[config.mk]
export PLATFORM = sky130hd
export DESIGN_NAME = cbfp_shift_sched
export DESIGN_NICKNAME = d
export VERILOG_FILES = /design/src/rtl/cbfp_shift_sched.sv
export SDC_FILE = /design/constraint.sdc
export NUM_CORES = 1
export LEC_CHECK = 0
export BUFFER_PORTS_ARGS = -buffer_cell sky130_fd_sc_hd__clkbuf_2
export CORE_MARGIN = 3
export CORE_UTILIZATION = 45
export DETAILED_ROUTE_END_ITERATION = 8
export PLACE_DENSITY_LB_ADDON = 0.12
export SLEW_MARGIN = 0
export SYNTH_ARGS = -nofsm -noshare
export SYNTH_HDL_FRONTEND = slang
export SYNTH_SLANG_ARGS = --single-unit
[constraint.sdc]
create_clock -name clk -period 2.5 [get_ports clk]
set_input_delay 0.125 -clock clk [delete_from_list [all_inputs] [get_ports clk]]
set_output_delay 0.125 -clock clk [all_outputs]
set_load 0.005 [all_outputs]
[src/rtl/cbfp_shift_sched.sv]
// CBFP shift scheduler: reduces per-beat leading-zero counts to one block shift,
// queues it in a 2-entry FIFO and replays it to the scaler as the delayed beats emerge.
module cbfp_shift_sched #(
  parameter int ARRAY_NUM = 4,
  parameter int DIN_SIZE  = 23,
  parameter int DOUT_SIZE = 11,
  parameter int ZCNT_W    = 5,
  parameter int IDX_W     = 8
) (
  input  logic              clk,
  input  logic              rst,
  input  logic              zcnt_valid,
  input  logic [ZCNT_W-1:0] zcnt_in,
  input  logic              sr_valid,
  output logic              scale_valid,
  output logic [ZCNT_W-1:0] scale_shift,
  output logic [1:0]        scale_beat,
  output logic              blk_done,
  output logic [ZCNT_W-1:0] blk_exp,
  output logic [IDX_W-1:0]  blk_idx,
  output logic [1:0]        fifo_level,
  output logic              err_ovf,
  output logic              err_udf
);

  localparam int MAX_SHIFT = DIN_SIZE - DOUT_SIZE;
  localparam int CNT_W     = (ARRAY_NUM > 1) ? $clog2(ARRAY_NUM) : 1;
  localparam logic [CNT_W-1:0]  LAST_BEAT   = CNT_W'(ARRAY_NUM - 1);
  localparam logic [ZCNT_W-1:0] MAX_SHIFT_Z = ZCNT_W'(MAX_SHIFT);

  typedef enum logic {O_IDLE, O_RUN} out_state_t;

  out_state_t        state, state_nxt;
  logic [CNT_W-1:0]  in_cnt, out_cnt, out_cnt_nxt;
  logic [ZCNT_W-1:0] run_min, blk_min, push_val;
  logic [ZCNT_W-1:0] fifo_mem [2];
  logic              wr_ptr, rd_ptr;
  logic [ZCNT_W-1:0] cur_shift, start_shift, emit_shift;
  logic              push, start, have_head, bypass, pop, do_push;
  logic              underflow, overflow, emit_last;

  // Running minimum over the block; the last beat folds in without a register hop.
  always_comb begin
    blk_min = zcnt_in;
    if (in_cnt != '0 && run_min < zcnt_in) blk_min = run_min;
    push_val = (blk_min > MAX_SHIFT_Z) ? MAX_SHIFT_Z : blk_min;
  end

  assign push = zcnt_valid && (in_cnt == LAST_BEAT);

  always_ff @(posedge clk) begin
    if (rst) begin
      in_cnt  <= '0;
      run_min <= '0;
    end else if (zcnt_valid) begin
      run_min <= blk_min;
      in_cnt  <= (in_cnt == LAST_BEAT) ? '0 : in_cnt + CNT_W'(1);
    end
  end

  // An empty FIFO can still serve a block start by forwarding the push in flight.
  always_comb begin
    start       = (state == O_IDLE) && sr_valid;
    have_head   = (fifo_level != 2'd0);
    bypass      = start && !have_head && push;
    pop         = start && have_head;
    underflow   = start && !have_head && !push;
    overflow    = push && (fifo_level == 2'd2) && !pop;
    do_push     = push && !bypass && !overflow;
    start_shift = '0;
    if (pop)         start_shift = fifo_mem[rd_ptr];
    else if (bypass) start_shift = push_val;
  end

  always_ff @(posedge clk) begin
    if (rst) state <= O_IDLE;
    else     state <= state_nxt;
  end

  always_comb begin
    state_nxt = state;
    case (state)
      O_IDLE: if (sr_valid && LAST_BEAT != '0) state_nxt = O_RUN;
      O_RUN:  if (sr_valid && out_cnt == LAST_BEAT) state_nxt = O_IDLE;
      default: state_nxt = O_IDLE;
    endcase
  end

  always_comb begin
    emit_shift  = (state == O_IDLE) ? start_shift : cur_shift;
    emit_last   = sr_valid && (out_cnt == LAST_BEAT);
    out_cnt_nxt = out_cnt;
    if (sr_valid) out_cnt_nxt = emit_last ? '0 : out_cnt + CNT_W'(1);
  end

  always_ff @(posedge clk) begin
    if (rst) begin
      out_cnt     <= '0;
      cur_shift   <= '0;
      scale_valid <= 1'b0;
      scale_shift <= '0;
      scale_beat  <= '0;
      blk_done    <= 1'b0;
      blk_exp     <= '0;
      blk_idx     <= '0;
      fifo_mem[0] <= '0;
      fifo_mem[1] <= '0;
      wr_ptr      <= 1'b0;
      rd_ptr      <= 1'b0;
      fifo_level  <= '0;
      err_ovf     <= 1'b0;
      err_udf     <= 1'b0;
    end else begin
      out_cnt     <= out_cnt_nxt;
      scale_valid <= sr_valid;
      scale_shift <= sr_valid ? emit_shift : '0;
      scale_beat  <= sr_valid ? 2'(out_cnt) : 2'd0;
      blk_done    <= emit_last;
      if (start) cur_shift <= start_shift;
      if (emit_last) begin
        blk_exp <= emit_shift;
        blk_idx <= blk_idx + IDX_W'(1);
      end
      if (do_push) begin
        fifo_mem[wr_ptr] <= push_val;
        wr_ptr           <= ~wr_ptr;
      end
      if (pop) rd_ptr <= ~rd_ptr;
      fifo_level <= fifo_level + 2'(do_push) - 2'(pop);
      if (overflow)  err_ovf <= 1'b1;
      if (underflow) err_udf <= 1'b1;
    end
  end

endmodule

# After elaboration in Yosys (flattened, before gate mapping)
# Memory sizes are Yosys's and may differ from the RTL's. A register that Yosys moved wholly into a read port is not among the register bits.
# Cells that the tools add are included.
dict set report word_totals {
  reg_bits 43
  mem_bits_rw 10
  out_inout_bits 26
  n_memories 1
}
dict set report classes {
  n_addsub 5
  order_cmp 2
  n_eq_ne 3
  n_mux 20
  bitwise_logic 4
  n_reduce_logical 21
}
# memory depth width read_ports rd_clocked_by_memory_dff write_ports line_no
set memory_table {}
lappend memory_table {fifo_mem 2 5 1 1 2 36} ;# logic [ZCNT_W-1:0] fifo_mem [2];
# op count
set ops {}
lappend ops {{$mux 5} 6}
lappend ops {{$logic_and 1x1->1} 12}
lappend ops {{$mux 1} 11}
lappend ops {{$add 8x1->8 const B} 1}
lappend ops {{$eq 2x2->1 const B} 3}
lappend ops {{$gt 5x4->1 const B} 1}
lappend ops {{$logic_not 1->1} 5}
lappend ops {{$lt 5x5->1} 1}
lappend ops {{$reduce_or 5->1} 1}
lappend ops {{$add 2x1->2 const B} 2}
lappend ops {{$mux 2} 2}
lappend ops {{$not 1->1} 4}
lappend ops {{$reduce_bool 2->1} 2}
lappend ops {{$add 2x1->2} 1}
lappend ops {{$pmux 1 s2} 1}
lappend ops {{$reduce_or 2->1} 1}
lappend ops {{$sub 2x1->2} 1}

# Longest topological paths before layout
# Gate-level depths: netlist (run 1).
dict set report logic_depth {
  ltp_word 12
  ltp_mapped 10
  ltp_nobuf 9
}

# Least setup slack after synthesis (run 1)
# Ideal clock, no wire load.
dict set report synth_timing {
  kind {register to register}
  from {register run_min[4]}
  to {memory fifo_mem[0][2], data pin}
  setup_time_ns 0.274
  t_arrival_ns 1.561
  path_slack_ns 0.665
  stages_incl_launch_ff 6
  n_path_buf 0
  cell_sequence {dfxtp_1 ha_1 a211o_1 a311o_1 o32ai_1 nor2_1}
}
# item line_no
set synth_lines {}
lappend synth_lines {{from (decl)} 35} ;# logic [ZCNT_W-1:0] run_min, blk_min, push_val;
lappend synth_lines {{from (signal assigned)} 56} ;# run_min <= blk_min;
lappend synth_lines {{to (decl)} 36}

==> impl_metrics.prom, run 1 <==
# TYPE chip_impl_metric gauge
chip_impl_metric{name="fin_setup_tns",unit="ps"} 0
chip_impl_info{name="crit_path_end",value="fifo_mem[0][3]$_SDFFCE_PN0P_"} 1
chip_impl_metric{name="clk_pin_slew_worst_paths",unit="ps"} 100
chip_impl_metric{name="synthToLayoutAreaGrowth",unit="%"} 13.9
chip_impl_metric{name="drv_slew",unit=""} 0
chip_impl_metric{name="initial_core_util",unit="%"} 48.5
chip_impl_metric{name="totalWireLength",unit="µm"} 4790
chip_impl_info{name="synth_ff_type",value="dfxtp_1"} 1
chip_impl_metric{name="route.detailed.wl_per_inst",unit="µm"} 13.8
chip_impl_metric{name="dp_hpwl",unit="µm"} 3490
chip_impl_metric{name="rows",unit=""} 25
chip_impl_metric{name="slew_headroom",unit="%"} 50.5
chip_impl_metric{name="worst_slack_after_detailed_placement",unit="ps"} 420
chip_impl_info{name="grt_setup_unrepaired",value="no"} 1
chip_impl_metric{name="numClockSinks",unit=""} 54
chip_impl_metric{name="critical_path.max_stage_delay",unit="ps"} 670
chip_impl_metric{name="timing.critical_path.depth",unit=""} 6
chip_impl_metric{name="fmax",unit="MHz"} 477
chip_impl_metric{name="r2r_setup_slack",unit="ps"} 400
chip_impl_metric{name="number_of_buffers_inserted_by_post_cts_setup_repair",unit=""} 0
chip_impl_metric{name="cts_made_buffers",unit=""} 5
chip_impl_info{name="cp_cell_sequence",value="ha_1 -> nand2_1 -> o21ai_1 -> a31oi_1 -> o32ai_1 -> nor2_1"} 1
chip_impl_metric{name="crit_fanout",unit=""} 5
chip_impl_info{name="endpoint_kind",value="flop"} 1
chip_impl_metric{name="synthesis.area",unit="mm²"} 0.00240
chip_impl_metric{name="cts-root-to-sink-buffers",unit=""} 2
chip_impl_metric{name="die_width",unit="µm"} 79.0
chip_impl_metric{name="drt.antenna.violating_nets",unit=""} 0
chip_impl_metric{name="die_height",unit="µm"} 79.0
chip_impl_info{name="run_status",value="completed"} 1
chip_impl_metric{name="postLayoutSetupSlackWorst",unit="ps"} 405
chip_impl_metric{name="timing.hold.ws",unit="ps"} 79.6
chip_impl_metric{name="synth-seq-area-share",unit="%"} 49.3
chip_impl_metric{name="grt_pass1_vias",unit=""} 1654
chip_impl_metric{name="maxCapViolCount",unit=""} 0
chip_impl_metric{name="ys_seq_elements",unit=""} 54
chip_impl_metric{name="htree_num_levels",unit=""} 2
chip_impl_info{name="r2r_start",value="run_min[2]$_SDFFE_PP0P_"} 1
chip_impl_metric{name="layout.filler_cells",unit=""} 475
chip_impl_metric{name="postCtsHoldBufs",unit=""} 0
chip_impl_metric{name="detailedRoute.firstIterationViolations",unit=""} 103
chip_impl_metric{name="post_drt_via_cell_ratio",unit=""} 5.17
chip_impl_info{name="synth_top_cells_by_count",value="44 x dfxtp_1, 39 x nor2_1, 19 x nand2_1"} 1
chip_impl_metric{name="critical_path.n_buffers_inverters",unit=""} 0
chip_impl_metric{name="count_of_buffers_from_port_buffering",unit=""} 34
chip_impl_metric{name="num_io_pins",unit=""} 35
chip_impl_metric{name="cts_resized",unit=""} 0
chip_impl_info{name="synth.area.top_cells",value="dfxtp_1 37%, edfxtp_1 13%, nor2_1 6.1%"} 1
chip_impl_metric{name="layout.nets",unit=""} 299
chip_impl_metric{name="synth.yosys.warnings",unit=""} 0
chip_impl_metric{name="coreArea",unit="mm²"} 0.00494
chip_impl_metric{name="power.density_cell_area",unit="mW/mm²"} 615
chip_impl_metric{name="gr-total-overflow",unit=""} 0
chip_impl_info{name="cts.root.buffer_cell",value="clkbuf_8"} 1
chip_impl_metric{name="design.die.area",unit="mm²"} 0.00624
chip_impl_info{name="crit_path_top_delay_cell",value="o32ai_1"} 1
chip_impl_info{name="cts_tree",value="yes"} 1
chip_impl_metric{name="grt.total_usage",unit="%"} 16.3
chip_impl_metric{name="worst_slew_pin_slew",unit="ps"} 741
chip_impl_metric{name="asyncSetResetFlopFracSynth",unit="%"} 0
chip_impl_metric{name="remaining_design_rule_violation_count",unit=""} 0
chip_impl_metric{name="power.ir.vdd_worst",unit="µV"} 343
chip_impl_info{name="worst_setup_path_startpoint",value="run_min[2]$_SDFFE_PP0P_"} 1
chip_impl_metric{name="final_worst_clock_skew",unit="ps"} 5.63
chip_impl_info{name="critical_path.top_delay_family",value="compound AO/OA/AOI/OAI gates"} 1
chip_impl_metric{name="dr.pass1.iters",unit=""} 4
chip_impl_metric{name="setup_viol_count_final",unit=""} 0
chip_impl_metric{name="final_layout_size_suffix_gt1_share",unit="%"} 18.5
chip_impl_metric{name="worst_ep_arrival_time",unit="ps"} 2140
chip_impl_metric{name="synth_cell_type_count",unit=""} 45
chip_impl_info{name="post-synth-top-count-cell",value="dfxtp_1"} 1
chip_impl_metric{name="fraction_of_the_core_area_covered_by_cells_at_the_end_of_the_flow",unit="%"} 55.2
chip_impl_metric{name="grt_antenna_before_repair",unit=""} 0
chip_impl_metric{name="fin_crit_sh",unit="%"} 83.8
chip_impl_metric{name="diodes",unit=""} 0
chip_impl_metric{name="placer_s_final_routability_congestion_estimate",unit=""} 0.864
chip_impl_metric{name="fin_crit",unit="ps"} 2100
chip_impl_metric{name="synth_top_cell_area_share",unit="%"} 36.8
chip_impl_metric{name="grt_pass1_wl",unit="µm"} 7960
chip_impl_metric{name="num_vias",unit=""} 1798
chip_impl_metric{name="synth-edff-count",unit=""} 10
chip_impl_metric{name="final_hold_viol_count",unit=""} 0
chip_impl_metric{name="required",unit="ps"} 2540
chip_impl_info{name="worstSetupStartpointType",value="flop"} 1
chip_impl_info{name="regToRegEndpoint",value="fifo_mem[0][3]$_SDFFCE_PN0P_"} 1
chip_impl_metric{name="reg2reg_path_depth",unit=""} 6
chip_impl_info{name="min-delay-path-class",value="in -> reg"} 1
chip_impl_info{name="critical_path_class",value="reg -> reg"} 1
chip_impl_info{name="netlist.top_cell.by_area",value="dfxtp_1"} 1
chip_impl_metric{name="synth.avg_cell_area",unit="µm²"} 9.70
chip_impl_metric{name="clk-insertion-delay-late",unit="ps"} 300
chip_impl_metric{name="leakage",unit="nW"} 1.15
chip_impl_metric{name="grt_max_degree",unit=""} 29
chip_impl_metric{name="post_synth_inst_count",unit=""} 247
routing by layer:
| layer | wire, µm | GRT usage, % |
|---|---|---|
| met2 | 2080 | 24.4 |
| met1 | 2440 | 23.8 |
| met3 | 242 | 3.74 |
| met4 | 24 | 4.12 |
| met5 | 0 | 0 |
cell families (layout without fill, tap and decap cells):
group / Yosys count / count (layout) / synth area share (%)
AO/OA/AOI/OAI: 46 / 46 / 12.9
XOR/XNOR: 10 / 10 / 3.97
adder cells (fa/ha/maj): 10 / 10 / 5.22
buffers and inverters: 22 / 55 / 3.76
flip-flops: 54 / 54 / 49.3
multiplexers: 13 / 13 / 5.54
other: 1 / 2 / 0.157
AND/OR/NAND/NOR: 91 / 91 / 19.2
power by group:
group	total [mW]	switching [mW]	internal (mW)
sequential	0.935	0.0226	0.912
combinational	0.161	0.0952	0.0659
clock	0.582	0.282	0.300
area by class of cell:
class / count / area [µm²] / share of cell area (%)
multi-input cells: 172 / 1130 / 41.4
clock buffers: 6 / 72.6 / 2.66
flip-flops and latches: 54 / 1180 / 43.3
inverters: 11 / 41.3 / 1.51
repair buffers: 36 / 185 / 6.79
clock inverters: 2 / 36.3 / 1.33
well taps: 67 / 83.8 / 3.07
state kept, by name, summed over array words and instances (netlist names), 5 cells and up, named ones only:
signal,cells
fifo_mem,10
blk_idx,8
blk_exp,5
cur_shift,5
run_min,5
scale_shift,5
placed cells by master (no fill, tap or decap), drive strengths merged, types with 4 or more instances in the layout:
cell type / synthesis / final
a21oi: 14 / 14
clkbuf: 6 / 40
dfxtp: 44 / 44
edfxtp: 10 / 10
ha: 10 / 10
inv: 11 / 12
mux2i: 11 / 11
nand2: 19 / 19
nand2b: 15 / 15
nor2: 39 / 39
nor2b: 4 / 4
o21ai: 6 / 6
o22ai: 6 / 6
xnor2: 4 / 4
xor2: 6 / 6
worst min-delay path by stage:
stage / start / to / slack [ps] / depth (start not counted)
2_1_floorplan: zcnt_valid / in_cnt[0]$_SDFFE_PP0P_ / 280 / 2
3_3_place_gp: zcnt_in[0] / run_min[0]$_SDFFE_PP0P_ / 400 / 3
3_5_place_dp: zcnt_in[0] / run_min[0]$_SDFFE_PP0P_ / 410 / 3
4_1_cts: zcnt_in[0] / run_min[0]$_SDFFE_PP0P_ / 70 / 3
5_1_grt: zcnt_in[0] / run_min[0]$_SDFFE_PP0P_ / 100 / 3
6_report: zcnt_in[0] / run_min[0]$_SDFFE_PP0P_ / 80 / 3
stage by stage:
| step | total power, mW | std cells | area [µm²] |
|---|---|---|---|
| 3_5_place_dp | 1.12 | 340 | 2620 |
| 3_3_place_gp | 1.11 | 340 | 2620 |
| 6_report | 1.68 | 348 | 2730 |
| 2_1_floorplan | 1.07 | 248 | 2400 |
| 4_1_cts | 1.69 | 348 | 2730 |
| 5_1_grt | 1.75 | 348 | 2730 |
worst register-to-register path, cell delays in order, from the launching register on:
cell	delay, ps
dfxtp_1	350
ha_1	300
nand2_1	50
o21ai_1	170
a31oi_1	200
o32ai_1	670
nor2_1	100
No activity file was read; power rests on OpenSTA's default activity.
==> inputs of run 2 (changes only) <==
Clock period 2.5 ns to 1.71 ns, I/O delays scaled along.
==> run 2 against run 1 <==
  * The run now ends with negative setup slack left
  * Sequential power is 45% higher
  * Critical endpoint is now fifo_mem[1][2]$_SDFFCE_PN0P_
  * Clock skew rose by 2.3 ps
  * Total power up 60%
  * Combinational power grew to 2.7 times the previous value
  * Critical path type unchanged
==> impl_metrics.prom, run 2 (synthesis gave the netlist of run 1 again) <==
# TYPE chip_impl_metric gauge
chip_impl_info{name="run_status",value="finished, violations left"} 1
chip_impl_info{name="violations",value="negative setup slack"} 1
chip_impl_metric{name="diodes",unit=""} 0
chip_impl_metric{name="largest_register_ff_count",unit=""} 10
chip_impl_metric{name="fin_crit",unit="ps"} 1860
chip_impl_metric{name="postLayoutSetupSlackWorst",unit="ps"} -146
chip_impl_metric{name="cts-root-to-sink-buffers",unit=""} 2
chip_impl_metric{name="fraction_of_the_core_area_covered_by_cells_at_the_end_of_the_flow",unit="%"} 64.9
chip_impl_metric{name="num_io_pins",unit=""} 35
chip_impl_metric{name="route.detailed.wl_per_inst",unit="µm"} 13.6
chip_impl_metric{name="postCtsHoldBufs",unit=""} 0
chip_impl_metric{name="power.density_cell_area",unit="mW/mm²"} 836
chip_impl_info{name="r2r_start",value="run_min[2]$_SDFFE_PP0P_"} 1
chip_impl_info{name="crit_path_top_delay_cell",value="a311o_2"} 1
chip_impl_metric{name="grt.total_usage",unit="%"} 18.1
chip_impl_metric{name="layout.nets",unit=""} 332
chip_impl_metric{name="remaining_design_rule_violation_count",unit=""} 0
chip_impl_info{name="regMostFlops",value="fifo_mem"} 1
chip_impl_metric{name="cts_made_buffers",unit=""} 5
chip_impl_info{name="critical_path.top_delay_family",value="compound AO/OA/AOI/OAI gates"} 1
chip_impl_metric{name="gr-total-overflow",unit=""} 0
chip_impl_metric{name="grt_max_degree",unit=""} 30
chip_impl_info{name="grt_setup_unrepaired",value="yes"} 1
chip_impl_metric{name="critical_path.max_stage_delay",unit="ps"} 470
chip_impl_metric{name="totalWireLength",unit="µm"} 5190
chip_impl_metric{name="fmax",unit="MHz"} 539
chip_impl_info{name="worst_setup_path_startpoint",value="run_min[2]$_SDFFE_PP0P_"} 1
chip_impl_info{name="worstSetupStartpointType",value="flop"} 1
chip_impl_metric{name="final_layout_size_suffix_gt1_share",unit="%"} 36.3
chip_impl_metric{name="clk-insertion-delay-late",unit="ps"} 310
chip_impl_metric{name="numClockSinks",unit=""} 54
chip_impl_metric{name="grt_pass1_wl",unit="µm"} 8750
chip_impl_metric{name="dr.pass1.iters",unit=""} 4
chip_impl_metric{name="maxCapViolCount",unit=""} 0
chip_impl_metric{name="clk_pin_slew_worst_paths",unit="ps"} 90
chip_impl_metric{name="detailedRoute.firstIterationViolations",unit=""} 96
chip_impl_metric{name="grt_pass1_vias",unit=""} 1844
chip_impl_metric{name="fin_setup_tns",unit="ps"} -2420
chip_impl_metric{name="initial_core_util",unit="%"} 48.5
chip_impl_metric{name="final_hold_viol_count",unit=""} 0
chip_impl_metric{name="post_drt_via_cell_ratio",unit=""} 5.04
chip_impl_metric{name="place_inst",unit=""} 366
chip_impl_metric{name="die_width",unit="µm"} 79.0
chip_impl_metric{name="htree_num_levels",unit=""} 2
chip_impl_metric{name="design.die.area",unit="mm²"} 0.00624
chip_impl_metric{name="num_vias",unit=""} 1921
chip_impl_metric{name="total_power",unit="mW"} 2.68
chip_impl_metric{name="drv_slew",unit=""} 0
chip_impl_metric{name="leakage",unit="nW"} 1.36
chip_impl_metric{name="placer_s_final_routability_congestion_estimate",unit=""} 0.755
chip_impl_metric{name="crit_fanout",unit=""} 4
chip_impl_metric{name="worst_ep_arrival_time",unit="ps"} 1910
chip_impl_metric{name="critical_path.n_buffers_inverters",unit=""} 0
chip_impl_metric{name="required",unit="ps"} 1760
chip_impl_metric{name="rows",unit=""} 25
chip_impl_info{name="cts.root.buffer_cell",value="clkbuf_8"} 1
chip_impl_info{name="critical_path_class",value="reg -> reg"} 1
chip_impl_info{name="endpoint_kind",value="flop"} 1
chip_impl_metric{name="setup_viol_count_final",unit=""} 25
chip_impl_metric{name="synthToLayoutAreaGrowth",unit="%"} 33.8
chip_impl_metric{name="grt_antenna_before_repair",unit=""} 0
chip_impl_metric{name="count_of_buffers_from_port_buffering",unit=""} 34
chip_impl_info{name="worst_hold_startpoint",value="zcnt_in[0]"} 1
chip_impl_metric{name="fin_crit_sh",unit="%"} 109
chip_impl_metric{name="coreArea",unit="mm²"} 0.00494
chip_impl_metric{name="die_height",unit="µm"} 79.0
chip_impl_metric{name="finalNonFillerCells",unit=""} 381
chip_impl_info{name="layout_common_cells",value="39 x nor2_1, 39 x dfxtp_1, 34 x clkbuf_2"} 1
chip_impl_info{name="min-delay-path-class",value="in -> reg"} 1
chip_impl_metric{name="drt.antenna.violating_nets",unit=""} 0
chip_impl_info{name="cp_cell_sequence",value="ha_4 -> a21oi_4 -> o21ai_4 -> a311o_2 -> o32ai_4 -> nor2_1"} 1
chip_impl_info{name="cts_tree",value="yes"} 1
chip_impl_metric{name="final_worst_clock_skew",unit="ps"} 7.89
chip_impl_metric{name="power.ir.vdd_worst",unit="µV"} 527
chip_impl_info{name="largest_registers",value="fifo_mem x10, blk_idx x8"} 1
chip_impl_metric{name="dp_hpwl",unit="µm"} 3610
[run 2: path summary, 6_finish.rpt]
| check | to | slack [ps] | cells past startpoint |
|---|---|---|---|
| setup / recovery | fifo_mem[1][2]$_SDFFCE_PN0P_ | -150 | 6 |
| hold / removal | run_min[0]$_SDFFE_PP0P_ | 50 | 3 |
| setup reg to reg | fifo_mem[1][2]$_SDFFCE_PN0P_ | -150 | 6 |
| hold reg to reg | err_ovf$_SDFFE_PP0P_ | 480 | 2 |
[run 2: final cells by class]
class / count / area (µm²)
fillers: 432 / 1740
multi-input cells: 172 / 1310
flip-flops and latches: 54 / 1190
repair buffers: 69 / 460
clock buffers: 7 / 86.3
well taps: 67 / 83.8
inverters: 11 / 41.3
clock inverters: 1 / 30.0
[run 2: stage by stage]
stage	area (µm²)	hold WS (ps)	worst slack, ps
CTS	3120	48.9	-114
floorplan	2500	233	-21.6
finish	3210	47.9	-146
detailed placement	2910	378	-138
global route	3210	67.0	-203
global placement	2910	366	-111
[run 2: tightest hold or removal path, delay by kind of cell]
| family | cells | cell delay (ps) |
|---|---|---|
| buffers and inverters | 1 | 100 |
| muxes | 1 | 60 |
| and+or+nand+nor | 1 | 70 |
[run 2: what timing repair did]
item / in CTS / in global routing
resized for setup: 13 / 15
setup endpoints to repair: 31 / 27
buffers inserted: 5 / 2
pin swaps: 9 / 8
hold endpoints to repair: 0 / 0
[run 2: metal layers]
layer | GRT usage, % | share of wire [%] | vias up | routed length, µm
met5 | 0 | 0 | - | 0
met4 | 6.53 | 1.1 | 0 | 57
met3 | 4.54 | 4.8 | 6 | 248
met2 | 28.9 | 45 | 50 | 2360
met1 | 23.9 | 49 | 884 | 2530
li1 | - | - | 981 | -
[run 2: power by group]
part           switching [mW]  internal [mW]  leakage (nW)  total, mW
Combinational           0.217          0.223         0.836      0.440
Sequential             0.0258           1.34         0.461       1.36
Clock                   0.403          0.478        0.0585      0.880
==> inputs of run 3 (changes only) <==
Settings changed: PLACE_DENSITY set to 0.68, PLACE_DENSITY_LB_ADDON 0.12 to unset.
==> run 3 against run 2 <==
  * The run still ends with negative setup slack left
  * Die area unchanged
  * Maximum frequency is 2.1% higher
  * Via count is 1.6% higher
  * Sequential cell count is the same
  * Total power is 4.7% lower
  * Global-route usage is 0.072 points lower
  * Clock power down 8.0%
  * Largest cell class unchanged
  * Largest power group unchanged
  * Highest routed layer unchanged
==> impl_metrics.prom, run 3 (synthesis gave the netlist of run 1 again) <==
# TYPE chip_impl_metric gauge
chip_impl_info{name="cp_cell_sequence",value="ha_4 -> a211o_1 -> buf_6 -> a31oi_4 -> o32a_1 -> nor2_1"} 1
chip_impl_metric{name="final_worst_clock_skew",unit="ps"} 6.56
chip_impl_info{name="worstSetupStartpointType",value="flop"} 1
chip_impl_metric{name="leakage",unit="nW"} 1.32
chip_impl_metric{name="power.switching",unit="mW"} 0.653
chip_impl_metric{name="final_hold_viol_count",unit=""} 0
chip_impl_metric{name="cts_made_buffers",unit=""} 5
chip_impl_metric{name="post_drt_via_cell_ratio",unit=""} 5.15
chip_impl_metric{name="r2r_setup_slack",unit="ps"} -110
chip_impl_metric{name="die_height",unit="µm"} 79.0
chip_impl_metric{name="place_inst",unit=""} 366
chip_impl_metric{name="multi_input_area",unit="mm²"} 0.00130
chip_impl_info{name="cts.root.buffer_cell",value="clkbuf_8"} 1
chip_impl_metric{name="clock_power_share",unit="%"} 31.7
chip_impl_metric{name="largest_register_ff_count",unit=""} 10
chip_impl_metric{name="fin_setup_tns",unit="ps"} -1340
chip_impl_metric{name="fin_crit_sh",unit="%"} 106
chip_impl_metric{name="cts-root-to-sink-buffers",unit=""} 2
chip_impl_metric{name="required",unit="ps"} 1780
chip_impl_metric{name="count_of_buffers_from_port_buffering",unit=""} 34
chip_impl_metric{name="fmax",unit="MHz"} 550
chip_impl_info{name="regMostFlops",value="fifo_mem"} 1
chip_impl_metric{name="worst_ep_arrival_time",unit="ps"} 1890
chip_impl_metric{name="htree_num_levels",unit=""} 2
chip_impl_info{name="largest_registers",value="fifo_mem x10, blk_idx x8"} 1
chip_impl_metric{name="clk-insertion-delay-late",unit="ps"} 310
chip_impl_metric{name="diodes",unit=""} 0
chip_impl_metric{name="seq_power_share",unit="%"} 53.4
chip_impl_metric{name="final_layout_size_suffix_gt1_share",unit="%"} 34.9
chip_impl_metric{name="layout.filler_cells",unit=""} 442
chip_impl_info{name="critical_path_class",value="reg -> reg"} 1
chip_impl_info{name="layout_common_cells",value="39 x nor2_1, 39 x dfxtp_1, 34 x clkbuf_2"} 1
chip_impl_metric{name="power.ir.vdd_worst",unit="µV"} 462
chip_impl_info{name="crit_path_top_delay_cell",value="dfxtp_2"} 1
chip_impl_metric{name="synthToLayoutAreaGrowth",unit="%"} 31.1
chip_impl_metric{name="coreArea",unit="mm²"} 0.00494
chip_impl_metric{name="gr-total-overflow",unit=""} 0
chip_impl_metric{name="postLayoutSetupSlackWorst",unit="ps"} -108
chip_impl_info{name="grt_setup_unrepaired",value="yes"} 1
chip_impl_metric{name="detailedRoute.firstIterationViolations",unit=""} 127
chip_impl_metric{name="grt_pass1_wl",unit="µm"} 8810
chip_impl_metric{name="num_vias",unit=""} 1952
chip_impl_metric{name="grt_max_degree",unit=""} 35
chip_impl_metric{name="design.die.area",unit="mm²"} 0.00624
chip_impl_metric{name="route.detailed.wl_per_inst",unit="µm"} 14.0
chip_impl_metric{name="grt.total_usage",unit="%"} 18.1
chip_impl_metric{name="critical_path.max_stage_delay",unit="ps"} 360
chip_impl_metric{name="total_power",unit="mW"} 2.55
chip_impl_info{name="min-delay-path-class",value="in -> reg"} 1
chip_impl_info{name="endpoint_kind",value="flop"} 1
chip_impl_metric{name="grt_pass1_vias",unit=""} 1846
chip_impl_metric{name="remaining_design_rule_violation_count",unit=""} 0
chip_impl_info{name="cts_tree",value="yes"} 1
chip_impl_metric{name="clk_pin_slew_worst_paths",unit="ps"} 100
chip_impl_info{name="run_status",value="finished, violations left"} 1
chip_impl_metric{name="share_comb_of_total_power",unit="%"} 14.9
chip_impl_metric{name="dp_hpwl",unit="µm"} 3710
chip_impl_metric{name="layout.nets",unit=""} 330
chip_impl_metric{name="power.share.switching",unit="%"} 25.6
chip_impl_metric{name="finalNonFillerCells",unit=""} 379
chip_impl_metric{name="rows",unit=""} 25
chip_impl_metric{name="initial_core_util",unit="%"} 48.5
chip_impl_metric{name="numClockSinks",unit=""} 54
chip_impl_metric{name="fin_crit",unit="ps"} 1820
chip_impl_info{name="violations",value="negative setup slack"} 1
chip_impl_metric{name="sequential_cell_area",unit="mm²"} 0.00119
chip_impl_metric{name="crit_fanout",unit=""} 5
chip_impl_metric{name="drv_slew",unit=""} 0
chip_impl_metric{name="internal_power",unit="mW"} 1.90
chip_impl_metric{name="die_width",unit="µm"} 79.0
chip_impl_metric{name="totalWireLength",unit="µm"} 5300
chip_impl_metric{name="power.density_cell_area",unit="mW/mm²"} 813
chip_impl_metric{name="grt_antenna_before_repair",unit=""} 0
chip_impl_metric{name="critical_path.n_buffers_inverters",unit=""} 1
chip_impl_metric{name="maxCapViolCount",unit=""} 0
chip_impl_metric{name="timing.hold.ws",unit="ps"} 47.5
chip_impl_info{name="critical_path.top_delay_family",value="compound AO/OA/AOI/OAI gates"} 1
chip_impl_metric{name="placer_s_final_routability_congestion_estimate",unit=""} 0.795
chip_impl_metric{name="dr.pass1.iters",unit=""} 4
chip_impl_metric{name="setup_viol_count_final",unit=""} 18
chip_impl_metric{name="fraction_of_the_core_area_covered_by_cells_at_the_end_of_the_flow",unit="%"} 63.5
chip_impl_metric{name="drt.antenna.violating_nets",unit=""} 0
chip_impl_metric{name="num_io_pins",unit=""} 35
==> run 3: per-layer routing <==
layer	share of wire, %	global-route usage [%]
met1	48	24.4
met3	4.5	4.31
met4	1.5	7.73
met2	46	27.5
met5	0	0
==> run 3: worst paths after layout <==
check / from / end / cells after the start
setup / recovery: run_min[4]$_SDFFE_PP0P_ / fifo_mem[0][0]$_SDFFCE_PN0P_ / 6
setup reg to reg: run_min[4]$_SDFFE_PP0P_ / fifo_mem[0][0]$_SDFFCE_PN0P_ / 6
hold reg to reg: err_ovf$_SDFFE_PP0P_ / err_ovf$_SDFFE_PP0P_ / 2
hold / removal: zcnt_in[0] / run_min[0]$_SDFFE_PP0P_ / 3
==> run 3: worst reg2reg max path: cells and delay by family (launching register included) <==
| kind | cells | cell delay, ps |
|---|---|---|
| DFF | 1 | 360 |
| buffers and inverters | 1 | 130 |
| adders and majority gates | 1 | 200 |
| and+or+nand+nor | 1 | 80 |
| AOI/OAI and AO/OA | 3 | 810 |
==> run 3: cell type report <==
class / instances / share of cell area [%]
clock buffer: 7 / 3.11
clock inverter: 1 / 0.279
inverter: 11 / 1.31
multi-input combinational: 172 / 41.3
sequential: 54 / 37.9
tap: 67 / 2.67
timing repair buffer: 67 / 13.4
==> run 3: through the flow <==
step	cell area [µm²]	setup slack, ps
2_1_floorplan	2500	-21.6
3_3_place_gp	2910	-100
3_5_place_dp	2910	-119
4_1_cts	3070	-159
5_1_grt	3140	-185
6_report	3140	-108
==> run 3: power groups by stage <==
| stage | logic [mW] | registers [mW] | clock network [mW] |
|---|---|---|---|
| after global routing | 0.417 | 1.37 | 0.876 |
| after detailed placement | 0.341 | 1.39 | 0 |
| after floorplan | 0.225 | 1.39 | 0 |
| after CTS | 0.367 | 1.36 | 0.830 |
| final | 0.381 | 1.36 | 0.810 |
| after global placement | 0.335 | 1.39 | 0 |
==> run 3: what timing repair did <==
action | 4_1_cts | 5_1_grt
pin swaps | 13 | 12
resized for setup | 8 | 12
hold buffers | 0 | 0
setup endpoints to repair | 31 | 26
setup buffers | 3 | 2
